### config.mk
export PLATFORM = sky130hd
export DESIGN_NAME = cdb_arbiter
export DESIGN_NICKNAME = d
export VERILOG_FILES = /design/src/rtl/cdb_arbiter.sv
export SDC_FILE = /design/constraint.sdc
export NUM_CORES = 1
export LEC_CHECK = 0
export ABC_AREA = 0
export CAP_MARGIN = 10
export CORE_MARGIN = 3
export CORE_UTILIZATION = 37
export DETAILED_ROUTE_END_ITERATION = 10
export PLACE_DENSITY_LB_ADDON = 0.12
export SYNTH_ARGS = -nofsm -noshare
export SYNTH_HDL_FRONTEND = slang
export SYNTH_SLANG_ARGS = --single-unit
export TNS_END_PERCENT = 50
### constraint.sdc
create_clock -name clk -period 4.81 [get_ports clk]
set_input_delay 1.443 -clock clk [delete_from_list [all_inputs] [get_ports clk]]
set_output_delay 1.443 -clock clk [all_outputs]
set_load 0.05 [all_outputs]
### src/rtl/cdb_arbiter.sv
// Common data bus arbiter: per-unit result FIFOs feeding a round-robin grant onto a
// registered write-back bus that the register file, RS and forwarding logic snoop.
module cdb_arbiter #(
    parameter int unsigned UNIT_NUM    = 4,
    parameter int unsigned DATA_WIDTH  = 32,
    parameter int unsigned TAG_WIDTH   = 5,
    parameter int unsigned TAG_INVALID = 31,
    parameter int unsigned FIFO_DEPTH  = 2
) (
    input  logic                           clk,
    input  logic                           rst,
    input  logic                           flush,
    input  logic [UNIT_NUM-1:0]            ex_valid,
    input  logic [UNIT_NUM*TAG_WIDTH-1:0]  ex_tag,
    input  logic [UNIT_NUM*DATA_WIDTH-1:0] ex_data,
    output logic [UNIT_NUM-1:0]            ex_ready,
    output logic                           wb_valid,
    output logic [TAG_WIDTH-1:0]           wb_tag,
    output logic [DATA_WIDTH-1:0]          wb_data,
    output logic [$clog2(UNIT_NUM)-1:0]    wb_src
);

    localparam int unsigned SRC_W = $clog2(UNIT_NUM);
    localparam int unsigned PTR_W = $clog2(FIFO_DEPTH);
    localparam int unsigned CNT_W = $clog2(FIFO_DEPTH + 1);

    logic [TAG_WIDTH-1:0]  r_tag_mem  [UNIT_NUM][FIFO_DEPTH];
    logic [DATA_WIDTH-1:0] r_data_mem [UNIT_NUM][FIFO_DEPTH];
    logic [PTR_W-1:0]      r_rd_ptr   [UNIT_NUM];
    logic [PTR_W-1:0]      r_wr_ptr   [UNIT_NUM];
    logic [CNT_W-1:0]      r_count    [UNIT_NUM];
    logic [SRC_W-1:0]      r_last_grant;

    logic                  r_wb_valid;
    logic [TAG_WIDTH-1:0]  r_wb_tag;
    logic [DATA_WIDTH-1:0] r_wb_data;
    logic [SRC_W-1:0]      r_wb_src;

    logic [UNIT_NUM-1:0]   w_push;
    logic [UNIT_NUM-1:0]   w_pop;
    logic [UNIT_NUM-1:0]   w_eligible;
    logic                  w_any;
    logic [SRC_W-1:0]      w_winner;
    logic [SRC_W-1:0]      w_idx;

    assign wb_valid = r_wb_valid;
    assign wb_tag   = r_wb_tag;
    assign wb_data  = r_wb_data;
    assign wb_src   = r_wb_src;

    // Ready depends on registered count only: a full FIFO stays not-ready even while popping.
    always_comb begin
        ex_ready   = '0;
        w_eligible = '0;
        w_push     = '0;
        for (int i = 0; i < int'(UNIT_NUM); i++) begin
            ex_ready[i]   = r_count[i] < CNT_W'(FIFO_DEPTH);
            w_eligible[i] = r_count[i] != '0;
            w_push[i]     = ex_valid[i] & ex_ready[i] & ~rst & ~flush;
        end
    end

    always_comb begin
        w_any    = 1'b0;
        w_winner = '0;
        w_idx    = '0;
        for (int k = 1; k <= int'(UNIT_NUM); k++) begin
            w_idx = SRC_W'((int'(r_last_grant) + k) % int'(UNIT_NUM));
            if (!w_any && w_eligible[w_idx]) begin
                w_any    = 1'b1;
                w_winner = w_idx;
            end
        end
    end

    always_comb begin
        w_pop = '0;
        for (int i = 0; i < int'(UNIT_NUM); i++) begin
            w_pop[i] = w_any & ~rst & ~flush & (w_winner == SRC_W'(i));
        end
    end

    always_ff @(posedge clk) begin
        for (int i = 0; i < int'(UNIT_NUM); i++) begin
            if (w_push[i]) begin
                r_tag_mem[i][r_wr_ptr[i]]  <= ex_tag[i*TAG_WIDTH +: TAG_WIDTH];
                r_data_mem[i][r_wr_ptr[i]] <= ex_data[i*DATA_WIDTH +: DATA_WIDTH];
            end
        end
    end

    always_ff @(posedge clk) begin
        if (rst) begin
            for (int i = 0; i < int'(UNIT_NUM); i++) begin
                r_rd_ptr[i] <= '0;
                r_wr_ptr[i] <= '0;
                r_count[i]  <= '0;
            end
            r_wb_valid   <= 1'b0;
            r_wb_tag     <= TAG_WIDTH'(TAG_INVALID);
            r_wb_data    <= '0;
            r_wb_src     <= '0;
            r_last_grant <= SRC_W'(UNIT_NUM - 1);
        end else begin
            for (int i = 0; i < int'(UNIT_NUM); i++) begin
                if (flush) begin
                    r_rd_ptr[i] <= '0;
                    r_wr_ptr[i] <= '0;
                    r_count[i]  <= '0;
                end else begin
                    if (w_push[i]) r_wr_ptr[i] <= r_wr_ptr[i] + 1'b1;
                    if (w_pop[i])  r_rd_ptr[i] <= r_rd_ptr[i] + 1'b1;
                    if (w_push[i] && !w_pop[i]) begin
                        r_count[i] <= r_count[i] + 1'b1;
                    end else if (w_pop[i] && !w_push[i]) begin
                        r_count[i] <= r_count[i] - 1'b1;
                    end
                end
            end
            // Flush keeps wb_src and last_grant so arbitration resumes where it left off.
            if (flush || !w_any) begin
                r_wb_valid <= 1'b0;
                r_wb_tag   <= TAG_WIDTH'(TAG_INVALID);
                r_wb_data  <= '0;
            end else begin
                r_wb_valid   <= 1'b1;
                r_wb_tag     <= r_tag_mem[w_winner][r_rd_ptr[w_winner]];
                r_wb_data    <= r_data_mem[w_winner][r_rd_ptr[w_winner]];
                r_wb_src     <= w_winner;
                r_last_grant <= w_winner;
            end
        end
    end

endmodule
Word level (Yosys, flattened, before mapping)
Memories as Yosys holds them, arrays and structs flattened.
Cells that the tools add are included.
{"block": "word_totals", "inputBits": 155, "ff_bits": 42, "elab_cells": 285, "latchBits": 0, "ramBits": 312, "mem_count": 5, "rom_bits": 0}
{"block": "op_classes", "multipliers": 0, "n_shift": 0, "n_reduce_logical": 34, "n_bitwise": 53, "div": 0, "magnitude_cmp": 17, "add_sub_neg": 20, "n_eq_ne": 3, "n_mux": 148}
{"name": "r_data_mem", "depth": 4, "word_bits": 64, "rd": 1, "rd_clocked_by_memory_dff": 0, "write_ports": 4, "line_no": "28", "rtl": "logic [DATA_WIDTH-1:0] r_data_mem [UNIT_NUM][FIFO_DEPTH];"}
{"name": "r_tag_mem", "depth": 4, "word_bits": 10, "rd": 1, "rd_clocked_by_memory_dff": 0, "write_ports": 4, "line_no": "27", "rtl": "logic [TAG_WIDTH-1:0] r_tag_mem [UNIT_NUM][FIFO_DEPTH];"}
{"name": "r_count", "depth": 4, "word_bits": 2, "rd": 4, "rd_clocked_by_memory_dff": 0, "write_ports": 4, "line_no": "31", "rtl": "logic [CNT_W-1:0] r_count [UNIT_NUM];"}
{"name": "r_rd_ptr", "depth": 4, "word_bits": 1, "rd": 5, "rd_clocked_by_memory_dff": 0, "write_ports": 4, "line_no": "29", "rtl": "logic [PTR_W-1:0] r_rd_ptr [UNIT_NUM];"}
{"name": "r_wr_ptr", "depth": 4, "word_bits": 1, "rd": 4, "rd_clocked_by_memory_dff": 0, "write_ports": 4, "line_no": "30", "rtl": "logic [PTR_W-1:0] r_wr_ptr [UNIT_NUM];"}
{"op": "$mux 64", "count": 4}
{"op": "$mux 32", "count": 7}
{"op": "$demux 32 s1", "count": 4}
{"op": "$mux 1", "count": 98}
{"op": "$mux 10", "count": 4}
{"op": "$mux 5", "count": 7}
{"op": "$mux 2", "count": 16}
{"op": "$or 1x1->1", "count": 28}
{"op": "$demux 5 s1", "count": 4}
{"op": "$and 1x1->1", "count": 18}
{"op": "$logic_and 1x1->1", "count": 15}
{"op": "$add 2x1->2 const B", "count": 6}
{"op": "$logic_not 1->1", "count": 12}
{"op": "$lt 2x3->1 const B", "count": 4}
{"op": "$ge 2x2->1 const B", "count": 5}
{"op": "$not 1->2", "count": 5}
{"op": "$add 1x1->1 const B", "count": 8}
{"op": "$bmux 1 s2", "count": 4}
{"op": "$lt 2x1->1 const B", "count": 4}
{"op": "$lt 2x2->1 const B", "count": 4}
{"op": "$reduce_bool 2->1", "count": 4}
{"op": "$sub 2x1->2 const B", "count": 4}
{"op": "$add 2x2->2 const B", "count": 2}
{"op": "$eq 2x2->1 const B", "count": 2}
{"op": "5 further kinds", "count": 6}

Logic depth before layout (Yosys ltp)
{"block": "logic_depth", "ltp_word": 24, "ltp_mapped": 13}

Worst setup path before layout
No wires, ideal clock.
{"block": "synth_timing", "path_kind": "input port to flip-flop", "start": "in rst", "end": "mem r_data_mem[0][32] in the netlist's numbering, enable pin", "arrival_time_ps": 4544, "path_slack_ps": -212, "required_ps": 4333, "stages": 3, "path_cell_list": "or2_2 > clkbuf_1 > nor3_1"}
{"item": "start: declaration", "line_no": "11", "rtl": "input logic rst,"}
{"item": "end: declaration", "line_no": "28"}

==> run_results.csv <==
group,metric,value,unit
status,status,"completed",
grt,busiest_layer,"met2",
floorplan,initial_core_util,37.8,%
yosys,syn-instance-count,970,
final_layout,num_antenna_cells,0,
sta,setup_viol_count_final,0,
clocking,post-cts-setup-buffers,0,
clocking,cts_resized,0,
final_layout,seqCellArea,10200,um^2
flow_run,drv_cap,0,
grt,use_met3,3.91,%
routing,drc,0,
setup_path,critical_path_class,"reg2reg",
sta,skew,0.0182,ns
sta,hold_violations,0,
sta,max-slew-margin-rel,30.8,%
setup_path,cp-startpoint,"r_count[3][1]",
routing,postRouteAntennaNets,0,
clocking,cts_hold_buf,0,
sta,clock.fmax,0.277,GHz
yosys,synth-edff-count,312,
yosys,syn-num-nets,1133,
clocking,cts_tree,"built",
routing,wl_per_cell,22.0,um
routing,firstDrtPassIters,8,
clocking,insertion_delay,0.53,ns
sta,fin_hold_ws,0.500,ns
power_and_ir_drop,p_leak,5.87,nW
grt,grt_pass1_vias,8815,
sta,fin_crit_sh,75.2,%
yosys,yosys-top-cells-count,"edfxtp_1, nand2_1, a21oi_1",
floorplan,io_pins,199,
final_layout,fill_cells,3150,
setup_path,crit_fanout,36,
power_and_ir_drop,finalPower,0.0126,W
yosys,syn_avg_cell_area,14.0,um^2
setup_path,slowest_stage,"a22oi_2",
setup_path,critPathLaunchType,"flip-flop",
clocking,cts.sinks,354,
yosys,synth.area.top_cells,"edfxtp_1, a21oi_1, dfxtp_1",
sta,min_period,3.62,ns
placed_design,io_buffers,198,
clocking,cts_buffer_depth,3,
hold_path,holdCritStartpoint,"wb_src[1]",
yosys,async_reset_ff_share,0,%
floorplan,core-area,35800,um^2
grt,grt_pass1_wl,54.0,mm
floorplan,die-height,197,um
power_and_ir_drop,irDropWorstVdd,0.671,mV
routing,vias,8766,
final_layout,utilization,48.7,%
final_layout,area_delta_synth_final,28.7,%
grt,grt_usage,18.5,%
grt,grt_max_degree,99,
yosys,ys_seq_area_share,75.4,%
grt,use_met1,24.8,%
grt,antenna_found_initial,2,
clocking,root_buffer,"clkbuf_16",
setup_path,critPathArrivalTime,4.03,ns
power_and_ir_drop,p_per_area,722,nW/um^2
setup_path,cpLargestDelayFamily,"compound AO/OA/AOI/OAI gates",
yosys,yosys.area.top_type,"edfxtp_1",
setup_path,cp_cell_sequence,"inv_1 > ha_1 > inv_1 > o311ai_1 > o21a_4 > a21oi_1 > a22oi_2 > buf_12 > a221o_1 > a21oi_1",
yosys,ys_ff_latch,354,
yosys,syn_area,13500,um^2
routing,drtIter0Drc,510,
yosys,yosysWarningCount,0,
hold_path,hold_path_class,"reg2reg",
setup_path,end_kind,"flip-flop",
final_layout,multiInputGateArea,3060,um^2
setup_path,required,5.22,ns
final_layout,layout.nets,1333,
clocking,path_clk_slew,0.06,ns
placed_design,dp_cells,1589,
setup_path,worst-path-buf-inv,3,
floorplan,die_x,197,um
sta,worst_slew_pin_slew,1.04,ns
grt,gr-usage-met2,30.3,%
sta,rsz0062_at_grt,"false",
floorplan,rows,69,
yosys,synth_top_area_share,69.2,%
yosys,synth_ff_type,"edfxtp_1",
routing,viasPerCell,5.27,
routing,totalWireLength,36.6,mm
grt,grt-ovfl-total,0,
final_layout,stdcell_count,1662,
final_layout,drive_gt1_share,8.66,%
setup_path,rr_startpoint,"r_count[3][1]",
yosys,synth_most_common_cell,"edfxtp_1",
clocking,cts.htree.levels,2,
yosys,ys_types,41,
clocking,cts_made_buffers,40,
setup_path,slowest_delay,0.86,ns
placed_design,finalWeightedCongestion,0.772,
sta,slew_violations,0,
placed_design,place_hpwl,23.1,mm
floorplan,dieArea,38900,um^2
registers in the layout (all words and copies together), names as in the netlist:
name,flops
r_data_mem,256
wb_valid,1
r_tag_mem,40
wb_data,32
r_count,8
r_last_grant,2
r_rd_ptr,4
r_wr_ptr,4
wb_src,2
wb_tag,5
layer usage:
| layer | up-vias | wire [um] |
|---|---|---|
| li1 | 4052 | - |
| met1 | 4335 | 16200 |
| met2 | 307 | 17200 |
| met3 | 68 | 2200 |
| met4 | 4 | 1030 |
| met5 | - | 23 |
report_power, final:
part           total [W]  switching, W  internal (W)
Sequential       0.00370     0.0000973       0.00360
Clock            0.00301       0.00117       0.00184
Combinational    0.00588       0.00378       0.00210
Total             0.0126       0.00505       0.00754
tightest hold or removal path, stage by stage (launching register included):
cell	delay (ns)
dfxtp_1	0.33
a21oi_1	0.06
nor2_1	0.07
path summary, 6_finish.rpt:
path                                     to  slack [ns]  cells past startpoint
worst max register to register  wb_data[27]        1.19                     10
worst min register to register    wb_src[1]        0.50                      2
worst max-delay path            wb_data[27]        1.19                     10
worst min-delay path              wb_src[1]        0.50                      2
area by class of cell:
class / instances / share of cell area [%]
flip-flops and latches: 354 / 58.5
clock buffers: 58 / 6.66
multi-input cells: 537 / 17.6
repair buffers: 223 / 12.7
inverters: 14 / 0.301
clock inverters: 15 / 0.890
well taps: 461 / 3.31
cells by family (layout without fill, tap and decap cells):
| logic type | after synthesis | in the layout | share of synthesized area (%) |
|---|---|---|---|
| fa+ha+maj | 8 | 8 | 0.739 |
| simple gates | 245 | 245 | 7.32 |
| xor+xnor | 1 | 1 | 0.0647 |
| compound gates | 273 | 273 | 12.6 |
| buf+inv | 79 | 310 | 2.61 |
| flops | 354 | 354 | 75.4 |
| mux | 10 | 10 | 1.29 |
layout by cell type (no fill, tap or decap), types with 3 or more instances in the layout:
cell type,Yosys,final
clkbuf_1,39,11
a221o_1,33,32
a21oi_1,180,180
a221oi_1,5,5
clkinv_2,0,6
a22oi_1,33,33
a211o_1,5,5
clkdlybuf4s50_1,0,198
nand3_1,7,7
dfxtp_1,42,42
nor2b_1,6,6
clkbuf_8,0,5
nand2b_1,6,6
and3_2,0,3
buf_12,0,4
bufinv_16,0,3
inv_1,14,14
buf_4,2,21
clkbuf_16,0,42
nor3_2,0,5
edfxtp_1,312,312
nor2_1,11,11
mux4_2,6,6
nor3_1,12,7
clkinv_1,0,5
nand2_1,196,196
mux2i_1,4,4
ha_1,8,8
per-stage QoR:
step / cell area [um^2] / TNS (ns) / setup slack, ns
2_1_floorplan: 13500 / -39.13 / -0.212
5_1_grt: 17400 / 0 / 0.921
3_3_place_gp: 16100 / 0 / 1.21
3_5_place_dp: 16100 / 0 / 1.19
6_report: 17400 / 0 / 1.19
4_1_cts: 17400 / 0 / 1.19
(Power assumes the default switching activity.)
